<file path="src/rtl/reg_file_arbiter.sv">
// reg_file_arbiter
// Shares one single-port register file between two requesters, A and B.
// Each requester issues read/write commands over a valid/ready handshake.
// Commands are granted round-robin and sent to the register file one at a
// time. Exactly one response goes back to the requester that issued each
// accepted command.
//
// Ports
//   clk, reset               single rising-edge clock, synchronous active-high reset
//   req_{a,b}_valid/ready    command handshake (ready is combinational)
//   req_{a,b}_wr/addr/wdata  command contents (wr=1 write, wr=0 read)
//   rsp_{a,b}_valid          one-cycle response pulse
//   rsp_{a,b}_rdata/err      read data / read-without-valid error flag
//   rf_RdEN/WrEN/address/WrData  register file command outputs (registered)
//   rf_RdData/RdData_Valid   register file read return
//   busy                     high whenever the FSM is not idle
module reg_file_arbiter #(
    parameter int DATA_WIDTH = 32,
    parameter int ADDR_WIDTH = 4
) (
    input  logic                  clk,
    input  logic                  reset,

    input  logic                  req_a_valid,
    output logic                  req_a_ready,
    input  logic                  req_a_wr,
    input  logic [ADDR_WIDTH-1:0] req_a_addr,
    input  logic [DATA_WIDTH-1:0] req_a_wdata,
    output logic                  rsp_a_valid,
    output logic [DATA_WIDTH-1:0] rsp_a_rdata,
    output logic                  rsp_a_err,

    input  logic                  req_b_valid,
    output logic                  req_b_ready,
    input  logic                  req_b_wr,
    input  logic [ADDR_WIDTH-1:0] req_b_addr,
    input  logic [DATA_WIDTH-1:0] req_b_wdata,
    output logic                  rsp_b_valid,
    output logic [DATA_WIDTH-1:0] rsp_b_rdata,
    output logic                  rsp_b_err,

    output logic                  rf_RdEN,
    output logic                  rf_WrEN,
    output logic [ADDR_WIDTH-1:0] rf_address,
    output logic [DATA_WIDTH-1:0] rf_WrData,
    input  logic [DATA_WIDTH-1:0] rf_RdData,
    input  logic                  rf_RdData_Valid,

    output logic                  busy
);

    typedef enum logic [1:0] {
        IDLE    = 2'd0,
        CMD     = 2'd1,
        RD_WAIT = 2'd2
    } state_t;

    typedef enum logic {
        GRANT_A = 1'b0,
        GRANT_B = 1'b1
    } grant_t;

    state_t                state_q, state_d;
    grant_t                lastGrant_q, lastGrant_d;
    grant_t                cmdId_q, cmdId_d;
    logic                  cmdWr_q, cmdWr_d;

    logic                  rfRdEn_q, rfRdEn_d;
    logic                  rfWrEn_q, rfWrEn_d;
    logic [ADDR_WIDTH-1:0] rfAddress_q, rfAddress_d;
    logic [DATA_WIDTH-1:0] rfWrData_q, rfWrData_d;

    logic                  rspAValid_q, rspAValid_d;
    logic [DATA_WIDTH-1:0] rspARdata_q, rspARdata_d;
    logic                  rspAErr_q, rspAErr_d;
    logic                  rspBValid_q, rspBValid_d;
    logic [DATA_WIDTH-1:0] rspBRdata_q, rspBRdata_d;
    logic                  rspBErr_q, rspBErr_d;
    logic                  busy_q, busy_d;

    logic                  aWins, bWins;
    logic                  acceptA, acceptB;
    logic                  selWr;
    logic [ADDR_WIDTH-1:0] selAddr;
    logic [DATA_WIDTH-1:0] selWdata;
    logic [DATA_WIDTH-1:0] rdResult;

    // On a tie the requester that was not granted last wins; a lone requester
    // always wins. Only the winner sees ready, and only while idle and out of reset.
    assign aWins = req_a_valid && (!req_b_valid || (lastGrant_q == GRANT_B));
    assign bWins = req_b_valid && (!req_a_valid || (lastGrant_q == GRANT_A));

    assign req_a_ready = (state_q == IDLE) && !reset && aWins;
    assign req_b_ready = (state_q == IDLE) && !reset && bWins;

    assign acceptA = req_a_ready;
    assign acceptB = req_b_ready;

    assign selWr    = acceptB ? req_b_wr    : req_a_wr;
    assign selAddr  = acceptB ? req_b_addr  : req_a_addr;
    assign selWdata = acceptB ? req_b_wdata : req_a_wdata;

    // A read without the valid flag reports an error and never leaks stale data.
    assign rdResult = rf_RdData_Valid ? rf_RdData : '0;

    // Next-state logic. The rf strobes are loaded on accept so that they sit
    // on the registered outputs for exactly the CMD cycle. The response for a
    // write is loaded in CMD and the response for a read in RD_WAIT, so both
    // land in the cycle the FSM returns to IDLE.
    always_comb begin
        state_d     = state_q;
        lastGrant_d = lastGrant_q;
        cmdId_d     = cmdId_q;
        cmdWr_d     = cmdWr_q;
        rfRdEn_d    = 1'b0;
        rfWrEn_d    = 1'b0;
        rfAddress_d = rfAddress_q;
        rfWrData_d  = rfWrData_q;
        rspAValid_d = 1'b0;
        rspARdata_d = '0;
        rspAErr_d   = 1'b0;
        rspBValid_d = 1'b0;
        rspBRdata_d = '0;
        rspBErr_d   = 1'b0;

        case (state_q)
            IDLE: begin
                if (acceptA || acceptB) begin
                    state_d     = CMD;
                    lastGrant_d = acceptB ? GRANT_B : GRANT_A;
                    cmdId_d     = acceptB ? GRANT_B : GRANT_A;
                    cmdWr_d     = selWr;
                    rfRdEn_d    = !selWr;
                    rfWrEn_d    = selWr;
                    rfAddress_d = selAddr;
                    rfWrData_d  = selWr ? selWdata : '0;
                end
            end
            CMD: begin
                if (cmdWr_q) begin
                    state_d = IDLE;
                    if (cmdId_q == GRANT_B) begin
                        rspBValid_d = 1'b1;
                    end else begin
                        rspAValid_d = 1'b1;
                    end
                end else begin
                    state_d = RD_WAIT;
                end
            end
            RD_WAIT: begin
                state_d = IDLE;
                if (cmdId_q == GRANT_B) begin
                    rspBValid_d = 1'b1;
                    rspBRdata_d = rdResult;
                    rspBErr_d   = !rf_RdData_Valid;
                end else begin
                    rspAValid_d = 1'b1;
                    rspARdata_d = rdResult;
                    rspAErr_d   = !rf_RdData_Valid;
                end
            end
            default: begin
                state_d = IDLE;
            end
        endcase

        busy_d = (state_d != IDLE);
    end

    // State and output registers. Reset aborts any command in flight, so no
    // response is ever produced for it.
    always_ff @(posedge clk) begin
        if (reset) begin
            state_q     <= IDLE;
            lastGrant_q <= GRANT_B;
            cmdId_q     <= GRANT_A;
            cmdWr_q     <= 1'b0;
            rfRdEn_q    <= 1'b0;
            rfWrEn_q    <= 1'b0;
            rfAddress_q <= '0;
            rfWrData_q  <= '0;
            rspAValid_q <= 1'b0;
            rspARdata_q <= '0;
            rspAErr_q   <= 1'b0;
            rspBValid_q <= 1'b0;
            rspBRdata_q <= '0;
            rspBErr_q   <= 1'b0;
            busy_q      <= 1'b0;
        end else begin
            state_q     <= state_d;
            lastGrant_q <= lastGrant_d;
            cmdId_q     <= cmdId_d;
            cmdWr_q     <= cmdWr_d;
            rfRdEn_q    <= rfRdEn_d;
            rfWrEn_q    <= rfWrEn_d;
            rfAddress_q <= rfAddress_d;
            rfWrData_q  <= rfWrData_d;
            rspAValid_q <= rspAValid_d;
            rspARdata_q <= rspARdata_d;
            rspAErr_q   <= rspAErr_d;
            rspBValid_q <= rspBValid_d;
            rspBRdata_q <= rspBRdata_d;
            rspBErr_q   <= rspBErr_d;
            busy_q      <= busy_d;
        end
    end

    assign rf_RdEN     = rfRdEn_q;
    assign rf_WrEN     = rfWrEn_q;
    assign rf_address  = rfAddress_q;
    assign rf_WrData   = rfWrData_q;
    assign rsp_a_valid = rspAValid_q;
    assign rsp_a_rdata = rspARdata_q;
    assign rsp_a_err   = rspAErr_q;
    assign rsp_b_valid = rspBValid_q;
    assign rsp_b_rdata = rspBRdata_q;
    assign rsp_b_err   = rspBErr_q;
    assign busy        = busy_q;

endmodule

</file>
<file path="config.mk">
export PLATFORM = sky130hd
export DESIGN_NAME = reg_file_arbiter
export DESIGN_NICKNAME = d
export VERILOG_FILES = /design/src/rtl/reg_file_arbiter.sv
export SDC_FILE = /design/constraint.sdc
export NUM_CORES = 1
export LEC_CHECK = 0
export CAP_MARGIN = 20
export CORE_ASPECT_RATIO = 0.9
export CORE_UTILIZATION = 37
export DETAILED_ROUTE_END_ITERATION = 10
export PLACE_DENSITY_LB_ADDON = 0.25
export SLEW_MARGIN = 20
export SYNTH_ARGS = -nofsm -noshare
export SYNTH_HDL_FRONTEND = slang
export SYNTH_SLANG_ARGS = --single-unit
</file>
<file path="constraint.sdc">
create_clock -name clk -period 2 [get_ports clk]
set_clock_uncertainty 0.1 [all_clocks]
set_input_delay 0.6 -clock clk [delete_from_list [all_inputs] [get_ports clk]]
set_output_delay 0.6 -clock clk [all_outputs]
set_load 0.005 [all_outputs]
</file>
# After elaboration in Yosys (flattened, before gate mapping)
# Cells that the tools add are included.
# Widths: inputs -> output; s select.
# totals
regBits	112
inputBits	111
output_inout_bits	109
# op_classes
n_eq_ne	2
n_mux	15
bitwise_logic	5
n_reduce_logical	19
# op_table
cell	n
$mux 32	3
$reduce_or 3->1	3
$mux 1	6
$logic_and 1x1->1	5
$logic_not 1->1	5
$not 1->1	5
$mux 2	2
$mux 4	1
$pmux 1 s2	2
$pmux 2 s2	1
$logic_or 1x1->1	3
$eq 2x1->1 const B	1
$eq 2x2->1 const B	1
$logic_not 2->1	1
$reduce_and 2->1	1
$reduce_bool 2->1	1

# Longest topological paths before layout
# Gate-level depths: netlist (run 1).
# logic_depth
word_depth	8
mapped_depth	8

# Least setup slack after synthesis (run 1)
# Ideal clock, no wire load.
# synth_path
kind	in2out
from	input reset
to	output req_b_ready
t_arrival_ns	1.160
t_required_ns	1.300
setup_slack_ns	0.140
path_stages	4
n_path_buf	1
cell_sequence	buf_2 > nor2b_4 > nand3_2 > inv_1
# synth_between
elab_chain_cells	3
# synth_lines
element	line_no	text
start: declaration	22	input logic reset,
$logic_not 1->1	94	assign req_b_ready = (state_q == IDLE) && !reset && bWins;
$logic_and 1x1->1 (2 in series)	94	
end: declaration	34	output logic req_b_ready,
# No other way between the ends.

# Worst setup path in the final report (run 1)
# layout_path
from	register state_q[0]
to	output req_b_ready
# layout_between
elab_chain_cells	3
# layout_lines
element	line_no	text
start: declaration	63	state_t state_q, state_d;
start signal: assignment	191	state_q <= state_d;
$logic_not 2->1	94	
$logic_and 1x1->1 (2 in series)	94	
# No other way between the ends.

==> flow_metrics.tcl, run 1 <==
set metrics [dict create \
    cp-end-kind "output pin" \
    synth_ff_type "dfxtp_1" \
    insertion_delay_ns 0.36 \
    crit_arrival_ns 1.37 \
    slew_violations 0 \
    p_leak_uw 0.00242 \
    start_util_pct 38.7 \
    min-delay-path-class "flip-flop to flip-flop" \
    crit_type "flip-flop to output pin" \
    grt_antenna_before_repair 0 \
    vias_per_cell 4.71 \
    powerDensity_nw_per_um2 690 \
    grt_usage_pct 20.4 \
    tightestPinTransition_ns 0.436 \
    diodes 0 \
    ys_warn_count 0 \
    netlist_instances 389 \
    fin_crit_sh_pct 104 \
    rsz0062_at_grt "yes" \
    routabilityCongestion 0.770 \
    path_clk_slew_ns 0.11 \
    num-nets-final 743 \
    synth_cell_types 26 \
    place_ws_ns -0.714 \
    fp.dieH_um 95.3 \
    via_count 3558 \
    finalPower_uw 4410 \
    status "complete, but fails checks" \
    hold_viol_final 0 \
    crit_fanout 4 \
    grt_overflow 0 \
    root_buffer "clkbuf_8" \
    hpwl_mm 7.81 \
    ir_drop_uv 474 \
    ff2ff_path_depth 8 \
    area_growth_syn_to_layout_pct 78.5 \
    setup-tns-final_ns -0.0886 \
    die-area_um2 10100 \
    layout_setup_ws_ns -0.0709 \
    required_ns 1.30 \
    htree_levels 3 \
    grt_pass1_wl_mm 16.2 \
    clock-sinks 112 \
    remaining_drc_errors 0 \
    ios 220 \
    synth_seq_area_share_pct 62.7 \
    finalSetupViolations 2 \
    hold_slack_ns 0.407 \
    io_buffer_count 219 \
    holdPathStages 1 \
    synth_seq_cells 112 \
    die_x_um 106 \
    rows 33 \
    grt_max_degree 35 \
    relSlewSlack_pct 70.9 \
    cts_tree "yes" \
    synth_area_um2 3580 \
    violations "negative setup slack" \
    final_common_cell "clkdlybuf4s50_1" \
    max_freq_ghz 0.483 \
    wl_per_cell_um 14.0 \
    final_cell_mix "213 x clkdlybuf4s50_1, 109 x dfxtp_1, 76 x nor2_1" \
    drive_gt1_share_pct 10.9 \
    final_area_um2 6390 \
    cts_max_path_buffers 2 \
    maxCapViolCount 0 \
    postPlaceCellArea_um2 6090 \
    synth_nets 503 \
    coreArea_um2 9250 \
    drtIter0Drc 115 \
    synth_edf_count 0 \
    dr.pass1.iters 4 \
    numCtsBuffers 9 \
    synthArstFlopShare_pct 0 \
    wl_mm 10.6 \
    ant_nets 0 \
    period_minus_slack_ns 2.07 \
    start_kind "flip-flop" \
    syn_area_per_cell_um2 9.20 \
    first_global_vias 3309 \
]
[registers in the layout (all words and copies together), names as in the netlist, 2 cells and up]
register / count
rf_WrData: 32
rf_address: 4
rsp_a_rdata: 32
rsp_b_rdata: 32
state_q: 2
[stage by stage]
stage                     utilization [%]  instances
after floorplan                         -        389
after global placement               65.8        731
after detailed placement             65.8        731
after CTS                            68.7        753
after global routing                 69.1        756
final                                69.1        756
[Yosys cell counts, types with 2 or more instances]
master,number,share of area [%]
a22oi_1,32,6.7
inv_1,4,0.42
nand2_1,71,7.4
dfxtp_1,112,63
ha_1,3,1.0
nand2b_1,3,0.52
o21ai_0,2,0.28
clkbuf_1,15,1.6
nor3_1,2,0.28
a211oi_1,5,1.0
a21oi_1,41,5.7
buf_4,3,0.63
buf_2,7,0.98
nor2_1,77,8.1
[critical path, cell delays in order (launching register included)]
cell and delay [ns]:
dfxtp_2 0.34, inv_2 0.07, ha_4 0.15, nor2b_4 0.15, nand3_2 0.11, inv_2 0.10, buf_6 0.09
[power by group]
group,internal [uW],switching [uW],total [uW]
logic,490,291,780
clock network,491,799,1290
registers,2300,36.5,2340
total,3280,1130,4410
[worst paths after layout]
check / from / endpoint / slack (ns)
min reg2reg: cmdId_q$_SDFFE_PP0P_ / rsp_a_valid$_SDFF_PP0_ / 0.41
min: cmdId_q$_SDFFE_PP0P_ / rsp_a_valid$_SDFF_PP0_ / 0.41
max: state_q[0]$_SDFF_PP0_ / req_b_ready / -0.07
max reg2reg: state_q[0]$_SDFF_PP0_ / rf_WrData[13]$_SDFFE_PP0P_ / 0.27
[per-layer routing]
metal | GRT usage, % | share of wire [%]
met5 | 0 | 0
met4 | 7.29 | 1.9
met3 | 5.40 | 6.0
met2 | 36.0 | 52
met1 | 24.1 | 40
[kinds of logic after synthesis]
| logic type | share of synthesized area (%) |
|---|---|
| and+or+nand+nor | 17.8 |
| DFF | 62.7 |
| adders and majority gates | 1.05 |
| buffers and inverters | 3.71 |
| AOI/OAI and AO/OA | 14.8 |
[layout make-up]
| type | instances | area, um2 |
|---|---|---|
| multi-input combinational | 247 | 1240 |
| fill | 744 | 2860 |
| sequential | 112 | 2250 |
| clock inverter | 7 | 72.6 |
| inverter | 4 | 15.0 |
| clock buffer | 9 | 124 |
| tap | 122 | 153 |
| timing repair buffer | 255 | 2540 |
[repair_timing]
action | in CTS | in global routing
hold buffers | 0 | 0
endpoints found under the setup margin | 2 | 4
setup buffers | 6 | 3
endpoints found under the hold margin | 0 | 0
resized for setup | 25 | 4
pin swaps | 3 | 2
Note: power is estimated with default switching activity, not from simulation.
==> run 2, diff against run 1 <==
--- a/config.mk
+++ b/config.mk
@@ -10,6 +10,7 @@
 export CORE_UTILIZATION = 37
 export DETAILED_ROUTE_END_ITERATION = 10
 export PLACE_DENSITY_LB_ADDON = 0.25
+export SETUP_SLACK_MARGIN = 0.1
 export SLEW_MARGIN = 20
 export SYNTH_ARGS = -nofsm -noshare
 export SYNTH_HDL_FRONTEND = slang
==> run 2 against run 1 <==
Compared with the run above:
- the flow still finishes with violations (negative setup slack)
- sequential share of layout area grew 0.27 points
- die area unchanged
- utilization up 0.65 points
- routed wire length up 2.7%
- sequential power is essentially flat
- register-to-register slack worse by 0.04 ns
- global-route usage rose by 0.18 points
- critical path depth is the same
- design area grew 0.94%
- final cell count is 0.13% higher
- combinational power fell by 4.2%
- via count rose by 0.82%
- critical endpoint unchanged
- highest routed layer unchanged
==> flow_metrics.tcl, run 2 (same netlist as run 1, synthesis figures left out) <==
set metrics [dict create \
    die-area_um2 10100 \
    grt_max_degree 35 \
    via_count 3587 \
    coreArea_um2 9250 \
    drtIter0Drc 113 \
    first_global_vias 3334 \
    grt_pass1_wl_mm 16.4 \
    routabilityCongestion 0.770 \
    diodes 0 \
    clock-sinks 112 \
    start_kind "flip-flop" \
    setup-tns-final_ns -0.0915 \
    hold_buffers 0 \
    p_leak_uw 0.00347 \
    path_clk_slew_ns 0.11 \
    slew_violations 0 \
    final_cell_mix "107 x clkdlybuf4s50_1, 78 x dfxtp_1, 76 x nor2_1" \
    pwr-share-seq_pct 53.4 \
    crit_fanout 4 \
    vias_per_cell 4.74 \
    cp-end-kind "output pin" \
    rsz0062_at_grt "yes" \
    combPwrFrac_pct 17.0 \
    dp_cells 731 \
    area_growth_syn_to_layout_pct 80.2 \
    grt_usage_pct 20.6 \
    min_from "cmdId_q$_SDFFE_PP0P_" \
    remaining_drc_errors 0 \
    powerDensity_nw_per_um2 681 \
    pwr-share-clk_pct 29.6 \
    hpwl_mm 7.81 \
    num-nets-final 744 \
    fin_crit_sh_pct 104 \
    io_buffer_count 219 \
    numCtsBuffers 9 \
    wl_per_cell_um 14.4 \
    status "complete, but fails checks" \
    wl_mm 10.9 \
    maxCapViolCount 0 \
    ios 220 \
    min-delay-path-class "flip-flop to flip-flop" \
    htree_levels 3 \
    start_util_pct 38.7 \
    max_freq_ghz 0.483 \
    tightestPinTransition_ns 0.432 \
    sw_frac_of_total_pct 25.9 \
    relSlewSlack_pct 71.2 \
    rr_startpoint "state_q[0]$_SDFF_PP0_" \
    drive_gt1_share_pct 15.9 \
    period_minus_slack_ns 2.07 \
    hold_viol_final 0 \
    grt_overflow 0 \
    fp.dieH_um 95.3 \
    cts_tree "yes" \
    crit_type "flip-flop to output pin" \
    place_ws_ns -0.714 \
    power.internal_uw 3250 \
    crit_arrival_ns 1.37 \
    finalSetupViolations 2 \
    ir_drop_uv 480 \
    required_ns 1.30 \
    violations "negative setup slack" \
    rows 33 \
    final_common_cell "clkdlybuf4s50_1" \
    layoutNonFillerInstCount 757 \
    switchingPower_uw 1140 \
    grt_antenna_before_repair 0 \
    cp-startpoint "state_q[0]$_SDFF_PP0_" \
    insertion_delay_ns 0.36 \
    layout_setup_ws_ns -0.0722 \
    cts_max_path_buffers 2 \
    dr.pass1.iters 5 \
    ant_nets 0 \
    die_x_um 106 \
    root_buffer "clkbuf_8" \
]
run 2: cell count changes in the layout (fill, tap and decap cells not counted):
cell,change
clkdlybuf4s50_1,-106
dlygate4sd2_1,+67
dlymetal6s2s_1,+39
dfxtp_1,-31
dfxtp_2,+31
buf_4,+1
run 2: path summary, 6_finish.rpt:
kind | slack (ns) | depth (start not counted) | endpoint
hold / removal | 0.41 | 1 | rsp_a_valid$_SDFF_PP0_
setup / recovery | -0.07 | 6 | req_b_ready
setup reg to reg | 0.23 | 8 | rf_WrData[17]$_SDFFE_PP0P_
hold reg to reg | 0.41 | 1 | rsp_a_valid$_SDFF_PP0_
run 2: power by group through the flow:
stage	sequential [uW]	combinational, uW	clock, uW
floorplan	2390	229	0
global placement	2390	704	0
detailed placement	2390	718	0
CTS	2340	728	1330
global route	2350	808	1430
finish	2340	747	1300
run 2: layout make-up:
type | instances | area [um2]
repair buffers | 256 | 2560
inverters | 4 | 15.0
well taps | 122 | 153
multi-input cells | 247 | 1240
fillers | 750 | 2800
clock buffers | 9 | 124
flip-flops and latches | 112 | 2280
clock inverters | 7 | 72.6
run 2: what timing repair did:
action,in CTS,in global routing
pin swaps,3,2
setup endpoints to repair,89,42
gates cloned,0,0
buffers inserted,7,3
gates resized for setup,116,50
run 2: routing by layer:
metal	wire length, um	vias up	share of wire, %	GRT usage (%)
met5	0	-	0	0
met4	234	0	2.1	7.64
met3	649	21	6.0	5.13
met2	5580	129	51	36.6
met1	4420	1668	41	24.2
li1	-	1769	-	-
run 2: worst max-delay path, cell delays in order, from the launching register on:
cell     delay (ns)
dfxtp_2        0.34
inv_2          0.07
ha_4           0.15
nor2b_4        0.15
nand3_2        0.11
inv_2          0.10
buf_6          0.09
run 2: per-stage QoR:
stage | cell area [um2] | utilization, % | hold WS [ns] | power [uW]
finish | 6450 | 69.7 | 0.405 | 4390
global route | 6450 | 69.7 | 0.424 | 4600
CTS | 6300 | 68.2 | 0.403 | 4400
detailed placement | 6090 | 65.8 | 0.371 | 3110
global placement | 6090 | 65.8 | 0.369 | 3090
floorplan | 3580 | - | 0.345 | 2620
==> run 3, diff against run 2 <==
--- a/config.mk
+++ b/config.mk
@@ -9,6 +9,7 @@
 export CORE_ASPECT_RATIO = 0.9
 export CORE_UTILIZATION = 37
 export DETAILED_ROUTE_END_ITERATION = 10
+export HOLD_SLACK_MARGIN = 0.12
 export PLACE_DENSITY_LB_ADDON = 0.25
 export SETUP_SLACK_MARGIN = 0.1
 export SLEW_MARGIN = 20
==> results of run 3 <==
Final layout, timing and power as in run 2 (identical DEF).
